[config.mk]
export PLATFORM = sky130hd
export DESIGN_NAME = shift_arbiter_flat
export DESIGN_NICKNAME = d
export VERILOG_FILES = /design/src/rtl/shift_arbiter_if.sv /design/src/rtl/shift_arbiter.sv /design/src/flat_wrapper.sv
export SDC_FILE = /design/constraint.sdc
export NUM_CORES = 1
export LEC_CHECK = 0
export CAP_MARGIN = 20
export CORE_MARGIN = 5
export CORE_UTILIZATION = 49
export CTS_BUF_LIST = sky130_fd_sc_hd__clkbuf_8
export DETAILED_ROUTE_END_ITERATION = 8
export GPL_ROUTABILITY_DRIVEN = 0
export HOLD_SLACK_MARGIN = 0.1
export PLACE_DENSITY_LB_ADDON = 0.15
export SLEW_MARGIN = 10
export SYNTH_ARGS = -nofsm -noshare
export SYNTH_HDL_FRONTEND = slang
export SYNTH_HIERARCHICAL = 1
export SYNTH_SLANG_ARGS = --single-unit
export TNS_END_PERCENT = 30
[constraint.sdc]
create_clock -name clk -period 3.5 [get_ports clk]
set_input_delay 1.05 -clock clk [delete_from_list [all_inputs] [get_ports clk]]
set_output_delay 1.05 -clock clk [all_outputs]
set_load 0.03 [all_outputs]
[src/rtl/shift_arbiter_if.sv]
// Request/response bundle between the two requesters and the shift arbiter.
// The slave modport is the arbiter side; the master modport is the requester side.
interface shift_arbiter_if #(
    parameter int NPORT_ID_W = 4
);
    logic                  req0_valid;
    logic                  req0_ready;
    logic [31:0]           req0_a;
    logic [4:0]            req0_b;
    logic [1:0]            req0_op;
    logic [NPORT_ID_W-1:0] req0_tag;
    logic                  req1_valid;
    logic                  req1_ready;
    logic [31:0]           req1_a;
    logic [4:0]            req1_b;
    logic [1:0]            req1_op;
    logic [NPORT_ID_W-1:0] req1_tag;
    logic                  rsp0_valid;
    logic                  rsp0_ready;
    logic                  rsp1_valid;
    logic                  rsp1_ready;
    logic [31:0]           rsp_result;
    logic [NPORT_ID_W-1:0] rsp_tag;
    logic [15:0]           busy_cnt;

    modport slave (
        input  req0_valid, req0_a, req0_b, req0_op, req0_tag,
        input  req1_valid, req1_a, req1_b, req1_op, req1_tag,
        input  rsp0_ready, rsp1_ready,
        output req0_ready, req1_ready, rsp0_valid, rsp1_valid,
        output rsp_result, rsp_tag, busy_cnt
    );

    modport master (
        output req0_valid, req0_a, req0_b, req0_op, req0_tag,
        output req1_valid, req1_a, req1_b, req1_op, req1_tag,
        output rsp0_ready, rsp1_ready,
        input  req0_ready, req1_ready, rsp0_valid, rsp1_valid,
        input  rsp_result, rsp_tag, busy_cnt
    );
endinterface

[src/rtl/shift_arbiter.sv]
// Two-port round-robin front end for one shared combinational shifter.
// A single registered result slot drains and refills in the same cycle.
module shifter (
    input  logic [31:0] a_i,
    input  logic [4:0]  b_i,
    input  logic [1:0]  op_i,
    output logic [31:0] y_o
);
    always_comb begin
        case (op_i)
            2'b10:   y_o = a_i >> b_i;
            2'b11:   y_o = $signed(a_i) >>> b_i;
            default: y_o = a_i << b_i;
        endcase
    end
endmodule

module shift_arbiter #(
    parameter int NPORT_ID_W = 4
) (
    input  logic           clk,
    input  logic           rst_n,
    shift_arbiter_if.slave bus
);
    typedef enum logic {IDLE = 1'b0, HOLD = 1'b1} state_e;

    typedef struct packed {
        logic [31:0]           a;
        logic [4:0]            b;
        logic [1:0]            op;
        logic [NPORT_ID_W-1:0] tag;
    } req_t;

    state_e                state_q, state_d;
    logic                  owner_q, owner_d;
    logic                  last_grant_q, last_grant_d;
    logic [31:0]           result_q, result_d;
    logic [NPORT_ID_W-1:0] tag_q, tag_d;
    logic [15:0]           busy_q, busy_d;

    req_t        req0, req1, sel;
    logic        cand, cand_valid, owner_rdy, slot_free, accept, any_valid;
    logic [31:0] shift_y;

    assign req0 = '{a: bus.req0_a, b: bus.req0_b, op: bus.req0_op, tag: bus.req0_tag};
    assign req1 = '{a: bus.req1_a, b: bus.req1_b, op: bus.req1_op, tag: bus.req1_tag};
    assign any_valid = bus.req0_valid | bus.req1_valid;

    // Ties go to the port that did not win last; a lone requester always wins.
    always_comb begin
        cand = ~last_grant_q;
        if (bus.req0_valid && !bus.req1_valid)
            cand = 1'b0;
        else if (bus.req1_valid && !bus.req0_valid)
            cand = 1'b1;
    end

    assign cand_valid = cand ? bus.req1_valid : bus.req0_valid;
    assign owner_rdy  = owner_q ? bus.rsp1_ready : bus.rsp0_ready;
    // rst_n gating keeps both readies low for the whole reset window.
    assign slot_free  = rst_n && ((state_q == IDLE) || owner_rdy);
    assign accept     = slot_free && cand_valid;
    assign sel        = cand ? req1 : req0;

    shifter u_shifter (
        .a_i  (sel.a),
        .b_i  (sel.b),
        .op_i (sel.op),
        .y_o  (shift_y)
    );

    always_comb begin
        state_d      = state_q;
        owner_d      = owner_q;
        last_grant_d = last_grant_q;
        result_d     = result_q;
        tag_d        = tag_q;
        busy_d       = busy_q;
        if (accept) begin
            state_d      = HOLD;
            owner_d      = cand;
            last_grant_d = cand;
            result_d     = shift_y;
            tag_d        = sel.tag;
        end else if (state_q == HOLD && owner_rdy) begin
            state_d = IDLE;
        end
        if (any_valid && !accept && busy_q != 16'hFFFF)
            busy_d = busy_q + 16'd1;
    end

    always_ff @(posedge clk or negedge rst_n) begin
        if (!rst_n) begin
            state_q      <= IDLE;
            owner_q      <= 1'b0;
            last_grant_q <= 1'b1;
            result_q     <= '0;
            tag_q        <= '0;
            busy_q       <= '0;
        end else begin
            state_q      <= state_d;
            owner_q      <= owner_d;
            last_grant_q <= last_grant_d;
            result_q     <= result_d;
            tag_q        <= tag_d;
            busy_q       <= busy_d;
        end
    end

    assign bus.req0_ready = slot_free && !cand;
    assign bus.req1_ready = slot_free && cand;
    assign bus.rsp0_valid = (state_q == HOLD) && !owner_q;
    assign bus.rsp1_valid = (state_q == HOLD) && owner_q;
    assign bus.rsp_result = result_q;
    assign bus.rsp_tag    = tag_q;
    assign bus.busy_cnt   = busy_q;
endmodule
[src/flat_wrapper.sv]
// flat-port wrapper written by rule: the top's interface ports become plain ports
module shift_arbiter_flat 
#(
    parameter int NPORT_ID_W = 4
)
  (clk, rst_n, bus_req0_valid, bus_req0_a, bus_req0_b, bus_req0_op, bus_req0_tag, bus_req1_valid, bus_req1_a, bus_req1_b, bus_req1_op, bus_req1_tag, bus_rsp0_ready, bus_rsp1_ready, bus_req0_ready, bus_req1_ready, bus_rsp0_valid, bus_rsp1_valid, bus_rsp_result, bus_rsp_tag, bus_busy_cnt);
  shift_arbiter_if #(.NPORT_ID_W(NPORT_ID_W)) bus_i ();
  input  logic clk;
  input  logic rst_n;
  input wire logic [$bits(bus_i.req0_valid)-1:0] bus_req0_valid;
  input wire logic [$bits(bus_i.req0_a)-1:0] bus_req0_a;
  input wire logic [$bits(bus_i.req0_b)-1:0] bus_req0_b;
  input wire logic [$bits(bus_i.req0_op)-1:0] bus_req0_op;
  input wire logic [$bits(bus_i.req0_tag)-1:0] bus_req0_tag;
  input wire logic [$bits(bus_i.req1_valid)-1:0] bus_req1_valid;
  input wire logic [$bits(bus_i.req1_a)-1:0] bus_req1_a;
  input wire logic [$bits(bus_i.req1_b)-1:0] bus_req1_b;
  input wire logic [$bits(bus_i.req1_op)-1:0] bus_req1_op;
  input wire logic [$bits(bus_i.req1_tag)-1:0] bus_req1_tag;
  input wire logic [$bits(bus_i.rsp0_ready)-1:0] bus_rsp0_ready;
  input wire logic [$bits(bus_i.rsp1_ready)-1:0] bus_rsp1_ready;
  output wire logic [$bits(bus_i.req0_ready)-1:0] bus_req0_ready;
  output wire logic [$bits(bus_i.req1_ready)-1:0] bus_req1_ready;
  output wire logic [$bits(bus_i.rsp0_valid)-1:0] bus_rsp0_valid;
  output wire logic [$bits(bus_i.rsp1_valid)-1:0] bus_rsp1_valid;
  output wire logic [$bits(bus_i.rsp_result)-1:0] bus_rsp_result;
  output wire logic [$bits(bus_i.rsp_tag)-1:0] bus_rsp_tag;
  output wire logic [$bits(bus_i.busy_cnt)-1:0] bus_busy_cnt;
  assign bus_i.req0_valid = bus_req0_valid;
  assign bus_i.req0_a = bus_req0_a;
  assign bus_i.req0_b = bus_req0_b;
  assign bus_i.req0_op = bus_req0_op;
  assign bus_i.req0_tag = bus_req0_tag;
  assign bus_i.req1_valid = bus_req1_valid;
  assign bus_i.req1_a = bus_req1_a;
  assign bus_i.req1_b = bus_req1_b;
  assign bus_i.req1_op = bus_req1_op;
  assign bus_i.req1_tag = bus_req1_tag;
  assign bus_i.rsp0_ready = bus_rsp0_ready;
  assign bus_i.rsp1_ready = bus_rsp1_ready;
  assign bus_req0_ready = bus_i.req0_ready;
  assign bus_req1_ready = bus_i.req1_ready;
  assign bus_rsp0_valid = bus_i.rsp0_valid;
  assign bus_rsp1_valid = bus_i.rsp1_valid;
  assign bus_rsp_result = bus_i.rsp_result;
  assign bus_rsp_tag = bus_i.rsp_tag;
  assign bus_busy_cnt = bus_i.busy_cnt;
  shift_arbiter #(.NPORT_ID_W(NPORT_ID_W)) u_core (.clk(clk), .rst_n(rst_n), .bus(bus_i));
endmodule
* Yosys cells after proc, flatten, opt, wreduce, memory -nomap -nowiden
Index checks and enable logic that the tools add are counted.
** Word-level totals
- Bits in latches :: 0
- Bits in writable memories :: 0
- Memories kept :: 0
- Output and inout port bits :: 56
- ROM bits :: 0
- Register bits after elaboration :: 55
** Operators by class
- Shift operators :: 3
- $add $sub $neg :: 1
- Div/mod/pow operators :: 0
- Muxes and demuxes :: 8
- Equal/unequal tests :: 3
- Bitwise logic cells :: 3
- Multipliers :: 0
- Order comparisons :: 0
- Reduce and logical (&&, ||, !) cells :: 18
** Operators by type and width (count)
- one-hot mux 32 bit (2 select lines) :: 1
- two-way mux 43 bit :: 1
- left shift 32 x 5 -> 32 bit :: 1
- right shift 32 x 5 -> 32 bit :: 1
- >>> shifter 32 x 5 -> 32 bit :: 1
- adder 16 x 1 -> 16 bit (second input constant) :: 1
- inequality test 16 bit (second input constant) :: 1
- logical AND 1 bit :: 11
- two-way mux 1 bit :: 6
- zero test 1 bit :: 5
- == test 2 bit (second input constant) :: 2
- inverter 1 bit :: 2
- nonzero test 2 bit :: 1
- logical OR 1 bit :: 1
- bitwise OR 1 bit :: 1

* Depth between registers and ports, before layout
- Depth in word-level cells :: 9
- Gate-level depth with buffers :: 15
- Depth with buffers taken out :: 9

* Modules after synthesis
The synthesis kept the hierarchy.
** By module, submodules not included
- shifter :: cells an instance 486, instances 1, area an instance 4155.2 µm²
- shift_arbiter :: cells an instance 218, instances 1, area an instance 2796.4 µm²

* Least setup slack after synthesis
OpenSTA, ideal clock, no wires.
- Kind :: input port to flip-flop
- Start point :: in bus_req0_valid
- End point :: reg u_core.result_q[11] (netlist: u_core/bus.rsp_result[11])
- Path slack :: -0.298 ns
- Arrival :: 3.673 ns
- Library setup time :: 0.125 ns
- Cell stages on the path :: 12
- Cells stage by stage :: nor2_1 o21ai_0 buf_2 buf_2 mux2_2 clkbuf_1 mux4_2 mux2_2 a221oi_2 a211oi_1 a21o_1 mux2_2
** RTL lines
- from (decl) :: line flat_wrapper.sv:10 : input wire logic [$bits(bus_i.req0_valid)-1:0] bus_req0_valid;
- to (signal assigned) :: line shift_arbiter.sv:104 : result_q <= result_d;
- to (decl) :: line shift_arbiter.sv:37 : logic [31:0] result_q, result_d;

==> results.json <==
{
  "slowest_stage": "mux4_2",
  "ys_dominant_reg_cell": "dfrtp_1",
  "detail_route.iter0.violations": 1249,
  "combinational_family_with_the_most_area_after_synthesis": "multiplexers",
  "grt_pass1_vias": 7691,
  "fp-row-count": 43,
  "placed_area_um2": 9790,
  "synthSimpleGateAreaFrac_pct": 13.0,
  "setup_violations": 3,
  "grtUsageTotal_pct": 30.9,
  "h-tree-depth": 2,
  "finish.utilization_pct": 74.9,
  "finalMaxSlewViolations": 0,
  "grt_first_pass_wirelength_mm": 41.0,
  "critical-path-top-delay-family": "multiplexers",
  "totalPowerFinal_mw": 6.28,
  "nFillCells": 944,
  "ys_types": 71,
  "power_density_nw_per_um2": 604,
  "numPlacedInstances": 1134,
  "async_reset_ff_share_pct": 100,
  "cpMostUsedCell": "buf_4",
  "yosys.area_share.adder_pct": 0.180,
  "finalNonFillerCells": 1169,
  "synthesis.yosys.warnings": 6,
  "timing.hold.ws_ns": 0.518,
  "cts_buffers": 5,
  "dp.final_hpwl_mm": 20.1,
  "detailedRoute.firstPassIterationCount": 9,
  "worst_ep_required_time_ns": 3.71,
  "timing_worst_slew_pin_value_ns": 0.689,
  "fp.dieW_um": 129,
  "worstSetupPathType": "input pin to register",
  "ys_seq_area_share_pct": 19.8,
  "layout.nets": 1081,
  "timing.critical_path.arrival_ns": 3.74,
  "netlist_area_um2": 6950,
  "hold_path_class": "register to register",
  "clk-insertion-delay-late_ns": 0.32,
  "commonest_cells_after_routing_fill_and_taps_aside": "buf_4 (182), clkdlybuf4s50_1 (142), mux4_2 (68)",
  "grt_setup_unrepaired": "yes",
  "global_route.overflow_total": 0,
  "total_leakage_power_nw": 4.40,
  "cts_root_buf": "clkbuf_8",
  "synth_edf_count": 0,
  "cts_num_sinks": 55,
  "sum_of_negative_setup_slack_ns": -0.0614,
  "status": "finished, violations left",
  "timing.critical_path.fanout_max": 10,
  "yosys.area_share.xor_xnor_pct": 1.89,
  "max_freq_mhz": 284,
  "period_utilization_post_route_pct": 101,
  "path_buf_inv": 5,
  "layout-drive-gt1-share_pct": 42.7,
  "cts.reportedPaths.clkPinSlew_ns": 0.11,
  "cts_buffer_depth": 2,
  "setup.worst_path.start_class": "input pin",
  "setup.worst_path.end_class": "register",
  "vias_per_cell": 6.66,
  "layout_overhead_on_the_synthesized_area_pct": 49.6,
  "syn-instance-count": 704,
  "die_area_um2": 16700,
  "antenna_cells": 0,
  "worst_max_slew_margin_expressed_relative_to_the_limit_pct": 54.1,
  "timing.final.hold_violations": 0,
  "pin_count": 148,
  "tritoncts": "done",
  "postRouteWirelength_mm": 27.0,
  "postLayoutCellArea_um2": 10400,
  "fin_ws_ns": -0.0240,
  "synth_net_count": 797,
  "number_of_max_cap_violations": 0,
  "failed_checks": "DRC, setup timing",
  "vias": 7780,
  "synth.ff_latch_count": 55,
  "die_h_um": 129,
  "seq_area_um2": 1380,
  "ctsHoldBuffers": 0,
  "multi_input_area_um2": 5470,
  "finClkSkew_ns": 0.0130,
  "synth_mux_area_share_pct": 43.7,
  "drcViolationCount": 1,
  "wire_per_inst_um": 23.1,
  "final.min_clock_period_ns": 3.52,
  "synth_compound_area_share_pct": 15.4,
  "floorplan.initialDensity_pct": 50.1,
  "slowest_delay_ns": 0.52,
  "place_ws_ns": -0.873,
  "layout.cells.most_common": "buf_4",
  "detail-route-antenna-nets": 0,
  "antenna_found_initial": 0,
  "core-area_um2": 13900,
  "ir_drop_v": 0.000421,
  "io_buffers": 147,
  "largest_net_degree_at_the_start_of_global_routing": 53,
  "path_cells": "buf_8, nand2_1, o21ai_4, buf_4, buf_16, buf_4, mux2_4, mux4_2, mux2i_2, buf_4, o22ai_1, or3b_1, mux2_2",
  "postSynthAreaPerCell_um2": 9.87
}
[worst reg2reg max path, delay by kind of cell (launching register included)]
family	cells	cell delay [ns]
muxes	4	1.41
and+or+nand+nor	1	0.05
buffers and inverters	3	0.44
AOI/OAI and AO/OA	4	0.72
DFF	1	0.58
[final cells by class]
cell class,count,area share [%]
tap,180,2.17
clock inverter,3,0.217
timing repair buffer,346,30.6
sequential,55,13.2
inverter,13,0.469
clock buffer,5,0.662
multi-input combinational,567,52.6
[path summary, 6_finish.rpt]
path / from / endpoint / slack [ns] / cells after the start
setup / recovery: bus_req0_valid / u_core/bus.rsp_result[21]$_DFFE_PN0P_ / -0.02 / 13
hold / removal: u_core/bus.rsp_result[14]$_DFFE_PN0P_ / u_core/bus.rsp_result[14]$_DFFE_PN0P_ / 0.52 / 1
setup reg to reg: u_core/last_grant_q$_DFFE_PN1P_ / u_core/bus.rsp_result[3]$_DFFE_PN0P_ / 0.21 / 12
hold reg to reg: u_core/bus.rsp_result[14]$_DFFE_PN0P_ / u_core/bus.rsp_result[14]$_DFFE_PN0P_ / 0.52 / 1
max in group asynchronous: rst_n / u_core/bus.rsp_tag[0]$_DFFE_PN0P_ / 1.95 / 2
min in group asynchronous: rst_n / u_core/owner_q$_DFFE_PN0P_ / 0.60 / 1
[power by group]
part / switching [mW] / internal, mW / total [mW]
combinational: 2.47 / 2.37 / 4.84
clock: 0.231 / 0.144 / 0.375
sequential: 0.192 / 0.879 / 1.07
[Yosys cell counts, types with 3 or more instances]
library cell	instances	area [um2]
o31a_1	3	26.3
mux2i_1	36	360
buf_4	5	37.5
buf_1	3	11.3
o21ai_1	3	15.0
buf_6	8	90.1
mux2_2	99	1110
o2111ai_1	3	26.3
nor3_1	7	35.0
xor2_1	8	70.1
o211ai_1	12	90.1
and2_1	5	31.3
and4_1	5	43.8
mux4_2	68	1530
nand2b_1	3	18.8
a31oi_1	3	18.8
o32ai_1	3	26.3
o22ai_1	9	56.3
nand2_1	54	203
buf_2	21	105
or2_2	3	18.8
nor2b_1	6	37.5
clkbuf_1	33	124
nor2_1	67	251
dfrtp_1	54	1350
a211oi_1	9	67.6
a21oi_1	37	185
nand4_1	6	37.5
nand3_1	12	60.1
o221ai_1	10	87.6
o21ai_0	26	130
a22oi_1	6	45.0
or3_1	3	18.8
a221oi_1	6	52.6
xnor2_1	7	61.3
and3_1	9	56.3
inv_1	11	41.3
[registers in the layout, indices dropped and copies added, names as in the netlist]
register and cells:
u_core/bus.rsp_result 32, u_core/bus.busy_cnt 16, u_core/bus.rsp_tag 4, u_core/last_grant_q 1, u_core/owner_q 1, u_core/state_q 1
[metal layers]
metal | track usage, % | part of all wire (%) | up-vias
li1 | - | - | 3311
met1 | 38.9 | 36 | 3617
met2 | 49.3 | 45 | 668
met3 | 7.30 | 11 | 184
met4 | 17.1 | 7.3 | 0
met5 | 0 | 0 | -
[cells by family (layout without fill, tap and decap cells)]
| logic type | count (synthesis) | in the layout |
|---|---|---|
| fa+ha+maj | 1 | 1 |
| compound gates | 156 | 156 |
| xor+xnor | 15 | 15 |
| flops | 55 | 55 |
| mux | 205 | 206 |
| simple gates | 189 | 189 |
| buf+inv | 83 | 367 |
[timing repair]
action,CTS,global route
gates cloned,4,0
gates resized for setup,40,34
pin swaps,8,8
endpoints found under the hold margin,0,0
endpoints found under the setup margin,34,22
setup buffers,8,15
No activity file was read; power rests on OpenSTA's default activity.
